==> src/rtl/text_write_sched_if.sv <==
// Bus bundle for the text RAM write scheduler: host port, fill engine control,
// RAM write port and the scroll double-buffer.
interface text_write_sched_if #(
    parameter int AW = 15,
    parameter int LW = 16,
    parameter int SW = 7
);
    logic          host_valid;
    logic [AW-1:0] host_addr;
    logic [7:0]    host_data;
    logic          host_ready;

    logic          fill_start;
    logic [AW-1:0] fill_base;
    logic [LW-1:0] fill_len;
    logic [7:0]    fill_even;
    logic [7:0]    fill_odd;
    logic          fill_busy;
    logic          fill_done;

    logic          ram_we;
    logic [AW-1:0] ram_addr;
    logic [7:0]    ram_d;

    logic          scroll_wr;
    logic [SW-1:0] scroll_in;
    logic          vblank;
    logic [SW-1:0] scroll_out;
    logic          scroll_pend;

    modport master (
        output host_valid, host_addr, host_data,
        input  host_ready,
        output fill_start, fill_base, fill_len, fill_even, fill_odd,
        input  fill_busy, fill_done,
        input  ram_we, ram_addr, ram_d,
        output scroll_wr, scroll_in, vblank,
        input  scroll_out, scroll_pend
    );

    modport slave (
        input  host_valid, host_addr, host_data,
        output host_ready,
        input  fill_start, fill_base, fill_len, fill_even, fill_odd,
        output fill_busy, fill_done,
        output ram_we, ram_addr, ram_d,
        input  scroll_wr, scroll_in, vblank,
        output scroll_out, scroll_pend
    );
endinterface

==> src/rtl/text_write_sched.sv <==
// Single write port owner for the char/attr text RAM: host/fill arbitration with
// strict alternation under contention, plus a vblank-synchronised scroll register.
module text_write_sched #(
    parameter int AW = 15,
    parameter int LW = 16,
    parameter int SW = 7
) (
    input  logic              clk,
    input  logic              rst_n,
    text_write_sched_if.slave bus
);
    localparam logic [1:0] S_IDLE = 2'd0;
    localparam logic [1:0] S_RUN  = 2'd1;
    localparam logic [1:0] S_FIN  = 2'd2;
    localparam logic       G_HOST = 1'b0;
    localparam logic       G_FILL = 1'b1;

    typedef struct packed {
        logic [AW-1:0] addr;
        logic [7:0]    data;
    } wr_t;

    logic [1:0]    state_q, state_d;
    logic [AW-1:0] faddr_q, faddr_d;
    logic [LW-1:0] rem_q, rem_d;
    logic [7:0]    even_q, even_d, odd_q, odd_d;
    logic          lgrant_q, lgrant_d;
    logic          done_q, done_d;
    logic          we_q, we_d;
    wr_t           wr_q, wr_d;
    logic [SW-1:0] pend_val_q, pend_val_d;
    logic          pend_q, pend_d;
    logic [SW-1:0] scroll_q, scroll_d;

    logic fill_req, host_ready, grant_host, grant_fill;

    always_comb begin
        fill_req   = (state_q == S_RUN);
        // Gated by rst_n so the host sees no ready while the block is held in reset.
        host_ready = rst_n && (!fill_req || lgrant_q == G_FILL);
        grant_host = bus.host_valid && host_ready;
        grant_fill = fill_req && !grant_host;

        state_d  = state_q;
        faddr_d  = faddr_q;
        rem_d    = rem_q;
        even_d   = even_q;
        odd_d    = odd_q;
        lgrant_d = lgrant_q;
        done_d   = 1'b0;
        we_d     = 1'b0;
        wr_d     = wr_q;

        case (state_q)
            S_IDLE: begin
                if (bus.fill_start) begin
                    faddr_d = bus.fill_base;
                    rem_d   = bus.fill_len;
                    even_d  = bus.fill_even;
                    odd_d   = bus.fill_odd;
                    if (bus.fill_len != '0) begin
                        state_d = S_RUN;
                    end else begin
                        state_d = S_FIN;
                        done_d  = 1'b1;
                    end
                end
            end
            S_RUN: begin
                if (grant_fill) begin
                    faddr_d = faddr_q + 1'b1;
                    rem_d   = rem_q - 1'b1;
                    if (rem_q == LW'(1)) begin
                        state_d = S_IDLE;
                        done_d  = 1'b1;
                    end
                end
            end
            S_FIN:   state_d = S_IDLE;
            default: state_d = S_IDLE;
        endcase

        if (grant_host) begin
            we_d      = 1'b1;
            wr_d.addr = bus.host_addr;
            wr_d.data = bus.host_data;
            lgrant_d  = G_HOST;
        end else if (grant_fill) begin
            we_d      = 1'b1;
            wr_d.addr = faddr_q;
            wr_d.data = faddr_q[0] ? odd_q : even_q;
            lgrant_d  = G_FILL;
        end
    end

    always_comb begin
        pend_val_d = pend_val_q;
        pend_d     = pend_q;
        scroll_d   = scroll_q;
        if (bus.scroll_wr) begin
            pend_val_d = bus.scroll_in;
            pend_d     = 1'b1;
        end
        // A write coincident with vblank bypasses the pending register.
        if (bus.vblank) begin
            if (pend_q || bus.scroll_wr)
                scroll_d = bus.scroll_wr ? bus.scroll_in : pend_val_q;
            pend_d = 1'b0;
        end
    end

    always_ff @(posedge clk or negedge rst_n) begin
        if (!rst_n) begin
            state_q    <= S_IDLE;
            faddr_q    <= '0;
            rem_q      <= '0;
            even_q     <= '0;
            odd_q      <= '0;
            lgrant_q   <= G_HOST;
            done_q     <= 1'b0;
            we_q       <= 1'b0;
            wr_q       <= '0;
            pend_val_q <= '0;
            pend_q     <= 1'b0;
            scroll_q   <= '0;
        end else begin
            state_q    <= state_d;
            faddr_q    <= faddr_d;
            rem_q      <= rem_d;
            even_q     <= even_d;
            odd_q      <= odd_d;
            lgrant_q   <= lgrant_d;
            done_q     <= done_d;
            we_q       <= we_d;
            wr_q       <= wr_d;
            pend_val_q <= pend_val_d;
            pend_q     <= pend_d;
            scroll_q   <= scroll_d;
        end
    end

    assign bus.host_ready  = host_ready;
    assign bus.fill_busy   = fill_req;
    assign bus.fill_done   = done_q;
    assign bus.ram_we      = we_q;
    assign bus.ram_addr    = wr_q.addr;
    assign bus.ram_d       = wr_q.data;
    assign bus.scroll_out  = scroll_q;
    assign bus.scroll_pend = pend_q;
endmodule
==> src/flat_wrapper.sv <==
// flat-port wrapper written by rule: the top's interface ports become plain ports
module text_write_sched_flat 
#(
    parameter int AW = 15,
    parameter int LW = 16,
    parameter int SW = 7
)
  (clk, rst_n, bus_host_valid, bus_host_addr, bus_host_data, bus_host_ready, bus_fill_start, bus_fill_base, bus_fill_len, bus_fill_even, bus_fill_odd, bus_fill_busy, bus_fill_done, bus_ram_we, bus_ram_addr, bus_ram_d, bus_scroll_wr, bus_scroll_in, bus_vblank, bus_scroll_out, bus_scroll_pend);
  text_write_sched_if #(.AW(AW), .LW(LW), .SW(SW)) bus_i ();
  input  logic clk;
  input  logic rst_n;
  input wire logic [$bits(bus_i.host_valid)-1:0] bus_host_valid;
  input wire logic [$bits(bus_i.host_addr)-1:0] bus_host_addr;
  input wire logic [$bits(bus_i.host_data)-1:0] bus_host_data;
  output wire logic [$bits(bus_i.host_ready)-1:0] bus_host_ready;
  input wire logic [$bits(bus_i.fill_start)-1:0] bus_fill_start;
  input wire logic [$bits(bus_i.fill_base)-1:0] bus_fill_base;
  input wire logic [$bits(bus_i.fill_len)-1:0] bus_fill_len;
  input wire logic [$bits(bus_i.fill_even)-1:0] bus_fill_even;
  input wire logic [$bits(bus_i.fill_odd)-1:0] bus_fill_odd;
  output wire logic [$bits(bus_i.fill_busy)-1:0] bus_fill_busy;
  output wire logic [$bits(bus_i.fill_done)-1:0] bus_fill_done;
  output wire logic [$bits(bus_i.ram_we)-1:0] bus_ram_we;
  output wire logic [$bits(bus_i.ram_addr)-1:0] bus_ram_addr;
  output wire logic [$bits(bus_i.ram_d)-1:0] bus_ram_d;
  input wire logic [$bits(bus_i.scroll_wr)-1:0] bus_scroll_wr;
  input wire logic [$bits(bus_i.scroll_in)-1:0] bus_scroll_in;
  input wire logic [$bits(bus_i.vblank)-1:0] bus_vblank;
  output wire logic [$bits(bus_i.scroll_out)-1:0] bus_scroll_out;
  output wire logic [$bits(bus_i.scroll_pend)-1:0] bus_scroll_pend;
  assign bus_i.host_valid = bus_host_valid;
  assign bus_i.host_addr = bus_host_addr;
  assign bus_i.host_data = bus_host_data;
  assign bus_host_ready = bus_i.host_ready;
  assign bus_i.fill_start = bus_fill_start;
  assign bus_i.fill_base = bus_fill_base;
  assign bus_i.fill_len = bus_fill_len;
  assign bus_i.fill_even = bus_fill_even;
  assign bus_i.fill_odd = bus_fill_odd;
  assign bus_fill_busy = bus_i.fill_busy;
  assign bus_fill_done = bus_i.fill_done;
  assign bus_ram_we = bus_i.ram_we;
  assign bus_ram_addr = bus_i.ram_addr;
  assign bus_ram_d = bus_i.ram_d;
  assign bus_i.scroll_wr = bus_scroll_wr;
  assign bus_i.scroll_in = bus_scroll_in;
  assign bus_i.vblank = bus_vblank;
  assign bus_scroll_out = bus_i.scroll_out;
  assign bus_scroll_pend = bus_i.scroll_pend;
  text_write_sched #(.AW(AW), .LW(LW), .SW(SW)) u_core (.clk(clk), .rst_n(rst_n), .bus(bus_i));
endmodule
==> config.mk <==
export PLATFORM = sky130hd
export DESIGN_NAME = text_write_sched_flat
export DESIGN_NICKNAME = d
export VERILOG_FILES = /design/src/rtl/text_write_sched_if.sv /design/src/rtl/text_write_sched.sv /design/src/flat_wrapper.sv
export SDC_FILE = /design/constraint.sdc
export NUM_CORES = 1
export LEC_CHECK = 0
export CORE_ASPECT_RATIO = 2
export CORE_UTILIZATION = 44
export CTS_CLUSTER_SIZE = 30
export DETAILED_ROUTE_END_ITERATION = 16
export GPL_TIMING_DRIVEN = 1
export PLACE_DENSITY = 0.77
export SYNTH_ARGS = -nofsm -noshare
export SYNTH_HDL_FRONTEND = slang
export SYNTH_SLANG_ARGS = --single-unit
==> constraint.sdc <==
create_clock -name clk -period 3.3 [get_ports clk]
set_input_delay 0.33 -clock clk [delete_from_list [all_inputs] [get_ports clk]]
set_output_delay 0.33 -clock clk [all_outputs]
set_load 0.05 [all_outputs]
# After elaboration in Yosys (flattened, before gate mapping)
# Cells that the tools add are included.
totals:
  reg_bits: 90
  ram_bits: 0
  mem_count: 0
  rom_bits: 0
  latchBits: 0
  inputBits: 83
classes:
  bitwise: 0
  n_div: 0
  n_eq_ne: 5
  n_mul: 0
  addsub: 2
  n_mux: 26
  n_reduce_logical: 16
  order_cmp: 0
  shifts: 0
ops:
  columns: ["cell", "count"]
  rows:
  - ["23-bit two-way mux", 2]
  - ["16-bit two-way mux", 2]
  - ["16-bit case mux with 2 select lines", 1]
  - ["15-bit two-way mux", 2]
  - ["15-bit case mux with 2 select lines", 1]
  - ["16-bit by 1-bit == test with 1-bit output, second input constant", 1]
  - ["16-bit nonzero test", 1]
  - ["16-bit by 1-bit subtractor with 16-bit output, second input constant", 1]
  - ["15-bit by 1-bit adder with 15-bit output, second input constant", 1]
  - ["1-bit two-way mux", 10]
  - ["2-bit two-way mux", 4]
  - ["8-bit two-way mux", 1]
  - ["7-bit two-way mux", 1]
  - ["3-bit AND reduction", 2]
  - ["2-bit nonzero test", 3]
  - ["2-bit by 1-bit != test with 1-bit output, second input constant", 2]
  - ["2-bit case mux with 2 select lines", 1]
  - ["2-bit AND reduction", 2]
  - ["1-bit logical AND", 3]
  - ["2-bit by 1-bit == test with 1-bit output, second input constant", 1]
  - ["1-bit zero test", 2]
  - ["2-bit zero test", 1]
  - ["1-bit logical OR", 2]
  - ["2-bit != test, second input constant", 1]
  - ["1-bit case mux with 2 select lines", 1]

# Depth between registers and ports, before layout
# Gate-level depths: netlist of run 1.
logic_depth:
  depth_word: 9
  mapped_depth: 9

# Worst setup path after synthesis of run 1
# OpenSTA, ideal clock, no wires.
synth_path:
  kind: "reg-to-reg"
  start: "register u_core.state_q[1]"
  end: "register u_core.rem_q[4]"
  slack_ns: 1.134
  setup_ns: 0.078
  path_stages_with_launch: 9
  arrival_ns: 2.088
  synth_period_minus_slack_ns: 2.166
  required_time_ns: 3.222
  n_path_buf: 4
  path_cell_list: "dfrtp_1 > clkbuf_1 > nand2b_1 > buf_2 > inv_1 > clkbuf_1 > buf_1 > o32ai_1 > a21oi_1"
synth_between:
  elab_chain_len: 9
  elab_cells_between_ends: 13
  cone_classes: "3 x eq/ne; 1 x mux; 9 x reduce/logical"
synth_rtl:
  columns: ["item", "line", "source"]
  rows:
  - ["from (decl)", "text_write_sched.sv:23", "logic [1:0] state_q, state_d;"]
  - ["from (signal assigned)", "text_write_sched.sv:127", "state_q <= state_d;"]
  - ["2-bit by 1-bit == test with 1-bit output (*)", "text_write_sched.sv:38", "fill_req = (state_q == S_RUN);"]
  - ["via bus_fill_busy", "flat_wrapper.sv:21", "output wire logic [$bits(bus_i.fill_busy)-1:0] bus_fill_busy;"]
  - ["1-bit zero test", "text_write_sched.sv:40", "host_ready = rst_n && (!fill_req || lgrant_q == G_FILL);"]
  - ["1-bit logical OR", "text_write_sched.sv:40", null]
  - ["1-bit logical AND", "text_write_sched.sv:40", null]
  - ["1-bit logical AND", "text_write_sched.sv:41", "grant_host = bus.host_valid && host_ready;"]
  - ["1-bit zero test", "text_write_sched.sv:42", "grant_fill = fill_req && !grant_host;"]
  - ["1-bit logical AND", "text_write_sched.sv:42", null]
  - ["2-bit by 1-bit != test with 1-bit output (no source line)", null, null]
  - ["3-bit AND reduction (no source line)", null, null]
  - ["to (signal assigned)", "text_write_sched.sv:129", "rem_q <= rem_d;"]
  - ["to (decl)", "text_write_sched.sv:25", "logic [LW-1:0] rem_q, rem_d;"]
# The timed path passes the listed nets; every way through them passes the cells marked *.
# A chain may end at the register's enable or synchronous reset.

# Final worst setup path of run 1
layout_path:
  start: "input port rst_n"
  end: "output port bus_host_ready"
layout_between:
  elab_chain_len: 1
layout_rtl:
  columns: ["item", "line", "source"]
  rows:
  - ["from (decl)", "flat_wrapper.sv:11", "input logic rst_n;"]
  - ["1-bit logical AND", "text_write_sched.sv:40", null]
  - ["to (decl)", "flat_wrapper.sv:15", "output wire logic [$bits(bus_i.host_ready)-1:0] bus_host_ready;"]
# No other way between the ends.

==> reports/qor.csv, run 1 <==
stage,metric,value,unit
status,status,completed,
final_layout,instances_no_fill,697,
power,ir_drop,0.556,mV
synth,syn_inst,454,
routing,wirelength,12.2,mm
clock_network,cts_buffer_depth,2,
final_layout,ff_latch_area,2250,um^2
clock_network,clk_latency,0.34,ns
sta,tightest_slew,0.932,ns
die,num_rows,51,
place,dpl.cell_count,680,
final_layout,final_core_util,62.4,%
sta,setup_viol,0,
global_route,grt_antenna_before_repair,0,
clock_network,cts_sinks,90,
sta,period_share,76.9,%
power,p_per_area,828,nW/um^2
die,dieArea,10600,um^2
synth,synth.area.top_cells,"dfrtp_1 50%, mux2_2 7.6%, a21oi_1 5.2%, mux2i_1 4.3%, nand2_1 3.7%",
critical_path,cp-end-kind,output port,
critical_path,r2r_start,u_core.faddr_q[0],
routing,first_iter_violations,320,
sta,relSlewSlack,37.3,%
critical_path,required,2.97,ns
final_layout,final_common_cell,clkdlybuf4s50_1,
global_route,gr-total-overflow,0,
routing,post_drt_wl_per_cell,17.6,um
synth,synth-seq-cells,90,
place,dpl_worst_slack,0.988,ns
clock_network,root_buffer,clkbuf_16,
place,dp_hpwl,8.69,mm
routing,dr.pass1.iters,4,
place,gp_congestion,0.857,
synth,synth-async-reset-ratio,100,%
worst_hold_path,hold_path_class,input pin to asynchronous set/reset pin,
final_layout,n_antenna_cell,0,
global_route,grt_max_degree,70,
clock_network,h-tree-depth,3,
die,die_y,144,um
final_layout,multi_input_area,2060,um^2
clock_network,cts_tree,done,
synth,syn_avg_cell_area,9.82,um^2
die,die_w,73.2,um
sta,fmax,0.394,GHz
sta,min_period,2.54,ns
global_route,grt_pass1_vias,4063,
critical_path,critPathLaunch,rst_n,
synth,synth-edff-count,0,
sta,rsz0062_at_grt,false,
global_route,grt_pass1_wl,19.6,mm
power,p_total,5.04,mW
sta,finalSetupTns,0,ns
final_layout,final_cell_mix,"115 x clkdlybuf4s50_1, 90 x dfrtp_1, 46 x a21oi_1",
clock_network,cts.clk_slew.worst_paths,0.06,ns
synth,synth_cell_type_count,45,
sta,skew,0.00610,ns
synth,synth_top_area_share,50.5,%
synth,seq_area_frac_synth,50.5,%
die,ios,118,
synth,syn-cell-area,4460,um^2
critical_path,critPathArrivalTime,2.21,ns
clock_network,numCtsBuffers,9,
synth,ys.warnings.count,0,
routing,final_antenna_net_count,0,
critical_path,path_buf_inv,3,
place,io_buffer_count,117,
critical_path,slowest_stage,clkdlybuf4s50_1,
critical_path,cp_top_family,buffers and inverters,
final_layout,fillers,804,
synth,synth_fp_nets,540,
sta,fin_hold_ws,0.471,ns
routing,drcViolationCount,0,
final_layout,num-nets-final,646,
die,start_util,45.7,%
place,placed_cell_area,5750,um^2
final_layout,drive_gt1_share,11.3,%
critical_path,path_class,input pin to output port,
sta,slew_violations,0,
routing,vias,3973,
critical_path,max_stage_delay,0.81,ns
critical_path,crit_path_start_kind,input pin,
global_route,grt_usage,24.5,%
routing,avgViaCountPerCell,5.70,
sta,hold_violations,0,
synth,ys.flop_type,dfrtp_1,
critical_path,crit_path_cell_trace,dlygate4sd3_1 > buf_4 > o21a_1 > clkdlybuf4s50_1,
synth,yosysTopAreaCell,dfrtp_1,
sta,worst_slack,0.761,ns
run,maxCapViolations,0,
die,core,9760,um^2
clock_network,cts-resized-gates,0,
final_layout,final_area,6090,um^2
critical_path,crit_fanout,25,
final_layout,syn2layout_area_growth,36.5,%
power,total_leakage_power,2.47,nW
## cells in the mapped netlist, types with 9 or more instances
cell type  count
o22ai_1       14
nand3_1       12
nor4_1        11
a2bb2oi_1      9
dfrtp_1       90
o21ai_0       32
clkbuf_1      23
a21oi_1       46
inv_1          9
mux2i_1       19
nand2_1       44
nor2_1        32
mux2_2        30
## sequential cells by signal (all words and copies together), names as in the netlist
name	flops
u_core.rem_q	16
u_core.bus.ram_we	1
u_core.lgrant_q	1
u_core.state_q	2
u_core.bus.scroll_pend	1
u_core.bus.scroll_out	7
u_core.pend_val_q	7
u_core.even_q	8
u_core.bus.fill_done	1
u_core.bus.ram_addr	15
u_core.bus.ram_d	8
u_core.odd_q	8
u_core.faddr_q	15
## report_power, final
group          internal (mW)  switching [mW]
sequential              1.51           0.407
clock                  0.671           0.446
combinational          0.816            1.19
## area by class of cell
| cell class | instances | share of cell area [%] |
|---|---|---|
| Clock buffer | 9 | 3.70 |
| Clock inverter | 7 | 1.66 |
| Inverter | 9 | 0.555 |
| Multi-Input combinational cell | 324 | 33.9 |
| Sequential cell | 90 | 37.0 |
| Tap cell | 132 | 2.71 |
| Timing Repair Buffer | 126 | 20.5 |
## logic make-up (layout without fill, tap and decap cells)
logic type	count (synthesis)	after routing	synth area share [%]
and+or+nand+nor	142	142	15.9
AOI/OAI and AO/OA	130	130	17.5
DFF	90	90	50.5
muxes	49	49	11.8
buffers and inverters	40	151	3.45
adders and majority gates	3	3	0.842
## what timing repair did
item                                   4_1_cts  5_1_grt
endpoints found under the hold margin       21        0
setup buffers                                0        0
hold buffers                                 1        0
## worst paths after layout
check	slack, ns	depth (start not counted)	endpoint
min in group clk	0.49	1	u_core.pend_val_q[2]
max	0.76	4	bus_host_ready
max in group asynchronous	1.63	3	u_core.bus.ram_d[4]
min	0.47	2	u_core.even_q[4]
max reg2reg	1.13	5	u_core.faddr_q[12]
min reg2reg	0.49	1	u_core.pend_val_q[2]
## metal layers
metal,GRT usage [%],vias to the layer above,part of all wire [%]
li1,-,1871,-
met1,27.4,1933,37
met2,43.2,140,54
met3,5.51,29,5.5
met4,11.2,0,3.0
met5,0,-,0
Power figures use the tool's default switching activity.
==> run 2: changes to the inputs <==
--- a/config.mk
+++ b/config.mk
@@ -10,7 +10,7 @@
 export CTS_CLUSTER_SIZE = 30
 export DETAILED_ROUTE_END_ITERATION = 16
 export GPL_TIMING_DRIVEN = 1
-export PLACE_DENSITY = 0.77
+export PLACE_DENSITY = 0.79
 export SYNTH_ARGS = -nofsm -noshare
 export SYNTH_HDL_FRONTEND = slang
 export SYNTH_SLANG_ARGS = --single-unit
==> constraint.sdc (replaced) <==
create_clock -name clk -period 2.2 [get_ports clk]
set_input_delay 0.22 -clock clk [delete_from_list [all_inputs] [get_ports clk]]
set_output_delay 0.22 -clock clk [all_outputs]
set_load 0.05 [all_outputs]
==> run 2 against run 1 <==
Compared with the run above: register-to-register slack got worse by 0.97 ns; worst hold slack got worse by 0.11 ns; cell area rose by 1.0%; non-clock buffer count rose by 7; clock power rose by 43%; via count fell by 1.2%; largest power group unchanged.
==> reports/qor.csv, run 2 (synthesis results as in run 1) <==
stage,metric,value,unit,change
status,status,completed,,
critical_path,crit_path_cell_trace,or3_2 > or4_1 > nor3_1 > o22ai_1,,
critical_path,path_class,register to register,,
place,gp_congestion,0.885,,+3.2%
clock_network,h-tree-depth,3,,unchanged
sta,fmax,0.491,GHz,
die,num_rows,51,,unchanged
final_layout,drive_gt1_share,12.6,%,+1.3 points
critical_path,path_buf_inv,0,,-3
final_layout,n_antenna_cell,0,,unchanged
global_route,grt_antenna_before_repair,0,,unchanged
routing,post_drt_wl_per_cell,17.3,um,-1.8%
routing,dr.pass1.iters,4,,unchanged
global_route,grt_pass1_vias,3888,,-4.3%
critical_path,cp_top_family,simple AND/OR/NAND/NOR gates,,
sta,min_period,2.04,ns,
power,p_total,7.51,mW,+49%
global_route,grt_pass1_wl,19.2,mm,-2.3%
die,core,9760,um^2,unchanged
die,ios,118,,unchanged
routing,vias,3926,,-1.2%
sta,hold_violations,0,,unchanged
critical_path,required,2.41,ns,-0.56 ns
final_layout,final_cell_mix,"114 x clkdlybuf4s50_1, 90 x dfrtp_1, 46 x a21oi_1",,
final_layout,largest_reg_flops,16,,unchanged
clock_network,cts_tree,done,,
sta,finalSetupTns,0,ns,unchanged
global_route,grt_usage,24.2,%,-0.34 points
sta,skew,0.00835,ns,+0.00224 ns
die,die_y,144,um,unchanged
clock_network,clk_latency,0.34,ns,about the same
sta,rsz0062_at_grt,false,,
sta,period_share,92.6,%,
clock_network,cts_setup_buffers,0,,unchanged
sta,relSlewSlack,42.6,%,+5.3 points
worst_hold_path,hold_path_class,input pin to asynchronous set/reset pin,,
run,maxCapViolations,0,,unchanged
final_layout,final_common_cell,clkdlybuf4s50_1,,
sta,setup_viol,0,,unchanged
clock_network,cts_buffer_depth,2,,unchanged
critical_path,critPathArrivalTime,2.25,ns,+0.04 ns
critical_path,cp-end-kind,register,,
critical_path,crit_fanout,6,,-76%
die,dieArea,10600,um^2,unchanged
routing,drcViolationCount,0,,unchanged
final_layout,instances_no_fill,704,,+1.0%
die,start_util,45.7,%,unchanged
final_layout,max_flop_register,u_core.rem_q,,
critical_path,slowest_stage,or3_2,,
global_route,grt_max_degree,69,,-1.4%
final_layout,syn2layout_area_growth,37.9,%,
place,io_buffer_count,117,,unchanged
clock_network,cts.clk_slew.worst_paths,0.07,ns,about the same
sta,tightest_slew,0.861,ns,-0.0705 ns
place,dpl.cell_count,687,,+1.0%
final_layout,num-nets-final,653,,+1.1%
die,die_w,73.2,um,unchanged
clock_network,root_buffer,clkbuf_16,,
routing,wirelength,12.2,mm,-0.79%
routing,avgViaCountPerCell,5.58,,-2.2%
clock_network,numCtsBuffers,9,,unchanged
place,dp_hpwl,8.85,mm,+1.9%
power,total_leakage_power,2.50,nW,+1.6%
critical_path,crit_path_start_kind,register,,
power,p_per_area,1220,nW/um^2,+47%
power,ir_drop,0.766,mV,+38%
routing,first_iter_violations,246,,-23%
global_route,gr-total-overflow,0,,unchanged
routing,final_antenna_net_count,0,,unchanged
clock_network,cts_sinks,90,,unchanged
sta,slew_violations,0,,unchanged
critical_path,max_stage_delay,0.55,ns,-0.26 ns
[run 2: cell types whose count changed in the layout (fill, tap and decap cells not counted), sizes merged]
cell	before	now
bufinv	2	1
clkinvlp	1	0
clkinv	2	3
clkbuf	9	10
buf	10	18
clkdlybuf4s50	115	114
[run 2: per-layer routing]
layer,vias to the layer above,routed length [um],track usage [%]
li1,1884,-,-
met4,0,362,10.8
met3,27,603,5.02
met1,1883,4830,29.3
met5,-,0,0
met2,132,6350,40.7
[run 2: through the flow]
stage / hold WS (ns) / worst slack, ns / utilization [%] / cell area, um^2
global placement: 0.149 / 0.259 / 59.7 / 5830
detailed placement: 0.156 / 0.211 / 59.7 / 5830
global route: 0.377 / 0.0234 / 63.0 / 6150
finish: 0.365 / 0.163 / 63.0 / 6150
floorplan: -0.0756 / 0.0342 / - / 4460
CTS: 0.381 / 0.196 / 63.0 / 6150
[run 2: final timing paths]
path | endpoint | startpoint | depth (start not counted) | slack (ns)
setup / recovery | u_core.state_q[0] | u_core.rem_q[7] | 4 | 0.16
hold / removal | u_core.odd_q[4] | rst_n | 2 | 0.36
setup reg to reg | u_core.state_q[0] | u_core.rem_q[7] | 4 | 0.16
hold reg to reg | u_core.pend_val_q[2] | u_core.pend_val_q[2] | 1 | 0.50
max in group asynchronous | u_core.faddr_q[5] | rst_n | 3 | 0.64
min in group clk | u_core.bus.ram_addr[12] | bus_host_addr[12] | 3 | 0.43
[run 2: area by class of cell]
| class | count | area [um^2] |
|---|---|---|
| fillers | 793 | 3610 |
| repair buffers | 133 | 1320 |
| clock inverters | 6 | 73.8 |
| well taps | 132 | 165 |
| multi-input cells | 324 | 2060 |
| inverters | 9 | 33.8 |
| flip-flops and latches | 90 | 2250 |
| clock buffers | 10 | 239 |
[run 2: timing repair]
| item | CTS | global route |
|---|---|---|
| gates resized for setup | 0 | 0 |
| hold buffers | 1 | 0 |
| hold endpoints to repair | 22 | 0 |
[run 2: where the power goes]
group,internal (mW),switching [mW],leakage [nW]
Clock,0.926,0.677,0.154
Combinational,1.27,1.85,1.31
Sequential,2.27,0.527,1.04
==> run 3: changes to the inputs <==
--- a/config.mk
+++ b/config.mk
@@ -10,7 +10,7 @@
 export CTS_CLUSTER_SIZE = 30
 export DETAILED_ROUTE_END_ITERATION = 16
 export GPL_TIMING_DRIVEN = 1
-export PLACE_DENSITY = 0.79
+export PLACE_DENSITY = 0.76
 export SYNTH_ARGS = -nofsm -noshare
 export SYNTH_HDL_FRONTEND = slang
 export SYNTH_SLANG_ARGS = --single-unit
==> run 3 against run 2 <==
Compared with the run above: first-iteration DRC count up 48%; setup slack improved by 0.021 ns; sequential share of layout area decreased by 0.12 points; worst hold slack improved by 0.073 ns; critical path type is now register to output port; highest routed layer unchanged.
==> reports/qor.csv, run 3 (synthesis results as in run 1) <==
stage,metric,value,unit,change
place,dpl.cell_count,688,,+0.15%
global_route,grt_pass1_vias,3998,,+2.8%
routing,wirelength,12.4,mm,+2.0%
final_layout,num-nets-final,654,,+0.15%
critical_path,critPathArrivalTime,1.80,ns,-0.45 ns
sta,tightest_slew,0.668,ns,-0.193 ns
clock_network,root_buffer,clkbuf_16,,
sta,hold_violations,0,,unchanged
sta,relSlewSlack,55.4,%,+13 points
sta,fmax,0.496,GHz,+1.0%
clock_network,h-tree-depth,3,,unchanged
final_layout,final_common_cell,clkdlybuf4s50_1,,
critical_path,r2r.worst_path.cells,4,,unchanged
sta,rsz0062_at_grt,false,,
critical_path,path_class,register to output port,,
die,start_util,45.7,%,unchanged
routing,post_drt_wl_per_cell,17.6,um,+1.8%
routing,vias,3954,,+0.71%
sta,worst_slack,0.183,ns,+0.0205 ns
power,internal_power,4.54,mW,+1.9%
sta,slew_violations,0,,unchanged
power,switching_power,3.06,mW,+0.18%
status,status,completed,,
power,power.share.clock,22.1,%,+0.7 points
routing,first_iter_violations,364,,+48%
power,p_per_area,1230,nW/um^2,+0.86%
sta,finalSetupTns,0,ns,unchanged
final_layout,final_cell_mix,"114 x clkdlybuf4s50_1, 90 x dfrtp_1, 46 x a21oi_1",,
final_layout,instances_no_fill,705,,+0.14%
run,maxCapViolations,0,,unchanged
critical_path,required,1.98,ns,-0.43 ns
final_layout,final_area,6170,um^2,+0.33%
routing,final_antenna_net_count,0,,unchanged
power,p_total,7.60,mW,+1.2%
clock_network,cts_tree,done,,
worst_hold_path,hold_path_class,input pin to register,,
final_layout,final_core_util,63.2,%,+0.21 points
global_route,grt_max_degree,57,,-17%
die,core,9760,um^2,unchanged
die,die_w,73.2,um,unchanged
sta,setup_viol,0,,unchanged
routing,avgViaCountPerCell,5.61,,+0.57%
critical_path,critPathLaunch,u_core.state_q[1],,
critical_path,crit_path_start_kind,register,,
sta,skew,0.00769,ns,-0.000654 ns
power,switching_share,40.2,%,-0.40 points
place,dp_hpwl,9.02,mm,+1.9%
global_route,grt_antenna_before_repair,0,,unchanged
global_route,grt_pass1_wl,19.8,mm,+3.1%
power,ir_drop,0.806,mV,+5.2%
sta,fin_hold_ws,0.437,ns,+0.0727 ns
place,io_buffer_count,117,,unchanged
global_route,gr-total-overflow,0,,unchanged
sta,period_share,91.7,%,-0.93 points
clock_network,numCtsBuffers,9,,unchanged
power,combPwrFrac,41.0,%,-0.5 points
clock_network,cts_sinks,90,,unchanged
die,die_y,144,um,unchanged
critical_path,endpoint,bus_fill_busy,,
die,dieArea,10600,um^2,unchanged
final_layout,n_antenna_cell,0,,unchanged
routing,drcViolationCount,0,,unchanged
place,gp_congestion,0.883,,-0.20%
critical_path,cp-end-kind,output port,,
final_layout,largest_reg_flops,16,,unchanged
critical_path,timing.rr.end,u_core.rem_q[11],,
clock_network,cts.clk_slew.worst_paths,0.07,ns,about the same
routing,dr.pass1.iters,5,,+1
critical_path,crit_fanout,56,,+50
final_layout,drive_gt1_share,12.7,%,+0.15 points
critical_path,r2r_start,u_core.rem_q[4],,
power,total_leakage_power,2.52,nW,+0.62%
power,sequentialPowerShare,36.9,%,-0.3 points
global_route,grt_usage,24.8,%,+0.67 points
clock_network,cts_buffer_depth,2,,unchanged
final_layout,max_flop_register,u_core.rem_q,,
place,placed_cell_area,5830,um^2,+0.13%
critical_path,reg2reg_slack,0.20,ns,+0.04 ns
die,ios,118,,unchanged
final_layout,syn2layout_area_growth,38.3,%,
sta,min_period,2.02,ns,-0.0205 ns
place,dpl_worst_slack,0.200,ns,-0.0107 ns
die,num_rows,51,,unchanged
clock_network,clk_latency,0.34,ns,about the same
==> run 3: cell types whose count changed in the layout (fill, tap and decap cells not counted) <==
cell,delta
clkinv_4,-2
buf_4,+1
bufinv_16,+1
clkbuf_8,-1
clkinv_2,+1
inv_6,+1
==> run 3: final cells by class <==
class                           instances  area (um^2)
Clock buffer                            9          225
Clock inverter                          7          100
Fill cell                             828         3590
Inverter                                9         33.8
Multi-Input combinational cell        324         2060
Sequential cell                        90         2250
Tap cell                              132          165
Timing Repair Buffer                  134         1330
==> run 3: per-layer routing <==
layer	global-route usage, %	share of wire, %	vias up
met5	0	0	-
met4	7.95	2.0	0
met3	4.60	5.1	14
met2	44.1	54	115
met1	29.7	39	1945
li1	-	-	1880
==> run 3: repair_timing <==
item / CTS / global route
hold buffers: 1 / 0
setup buffers: 0 / 0
hold endpoints to repair: 38 / 0
resized for setup: 0 / 0
==> run 3: worst max-delay path, stage by stage (launching register included) <==
cell	delay, ns
dfrtp_1	0.46
nand2b_2	0.37
inv_1	0.17
buf_12	0.26
buf_12	0.18
==> run 3: worst min-delay path by stage <==
stage	startpoint	endpoint	slack, ns	depth (start not counted)
floorplan	rst_n	u_core.bus.fill_done	-0.08	0
global placement	rst_n	u_core.odd_q[0]	0.33	2
detailed placement	rst_n	u_core.even_q[0]	0.34	2
CTS	bus_host_data[1]	u_core.bus.ram_d[1]	0.43	3
global route	bus_vblank	u_core.bus.scroll_pend	0.45	2
finish	bus_vblank	u_core.bus.scroll_pend	0.44	2
==> run 3: power by group through the flow <==
stage	clock, mW	combinational (mW)	sequential, mW
3_5_place_dp	0	3.13	2.82
6_report	1.68	3.12	2.80
4_1_cts	1.71	3.14	2.79
3_3_place_gp	0	3.05	2.78
2_1_floorplan	0	1.35	3.43
5_1_grt	1.76	3.37	2.89
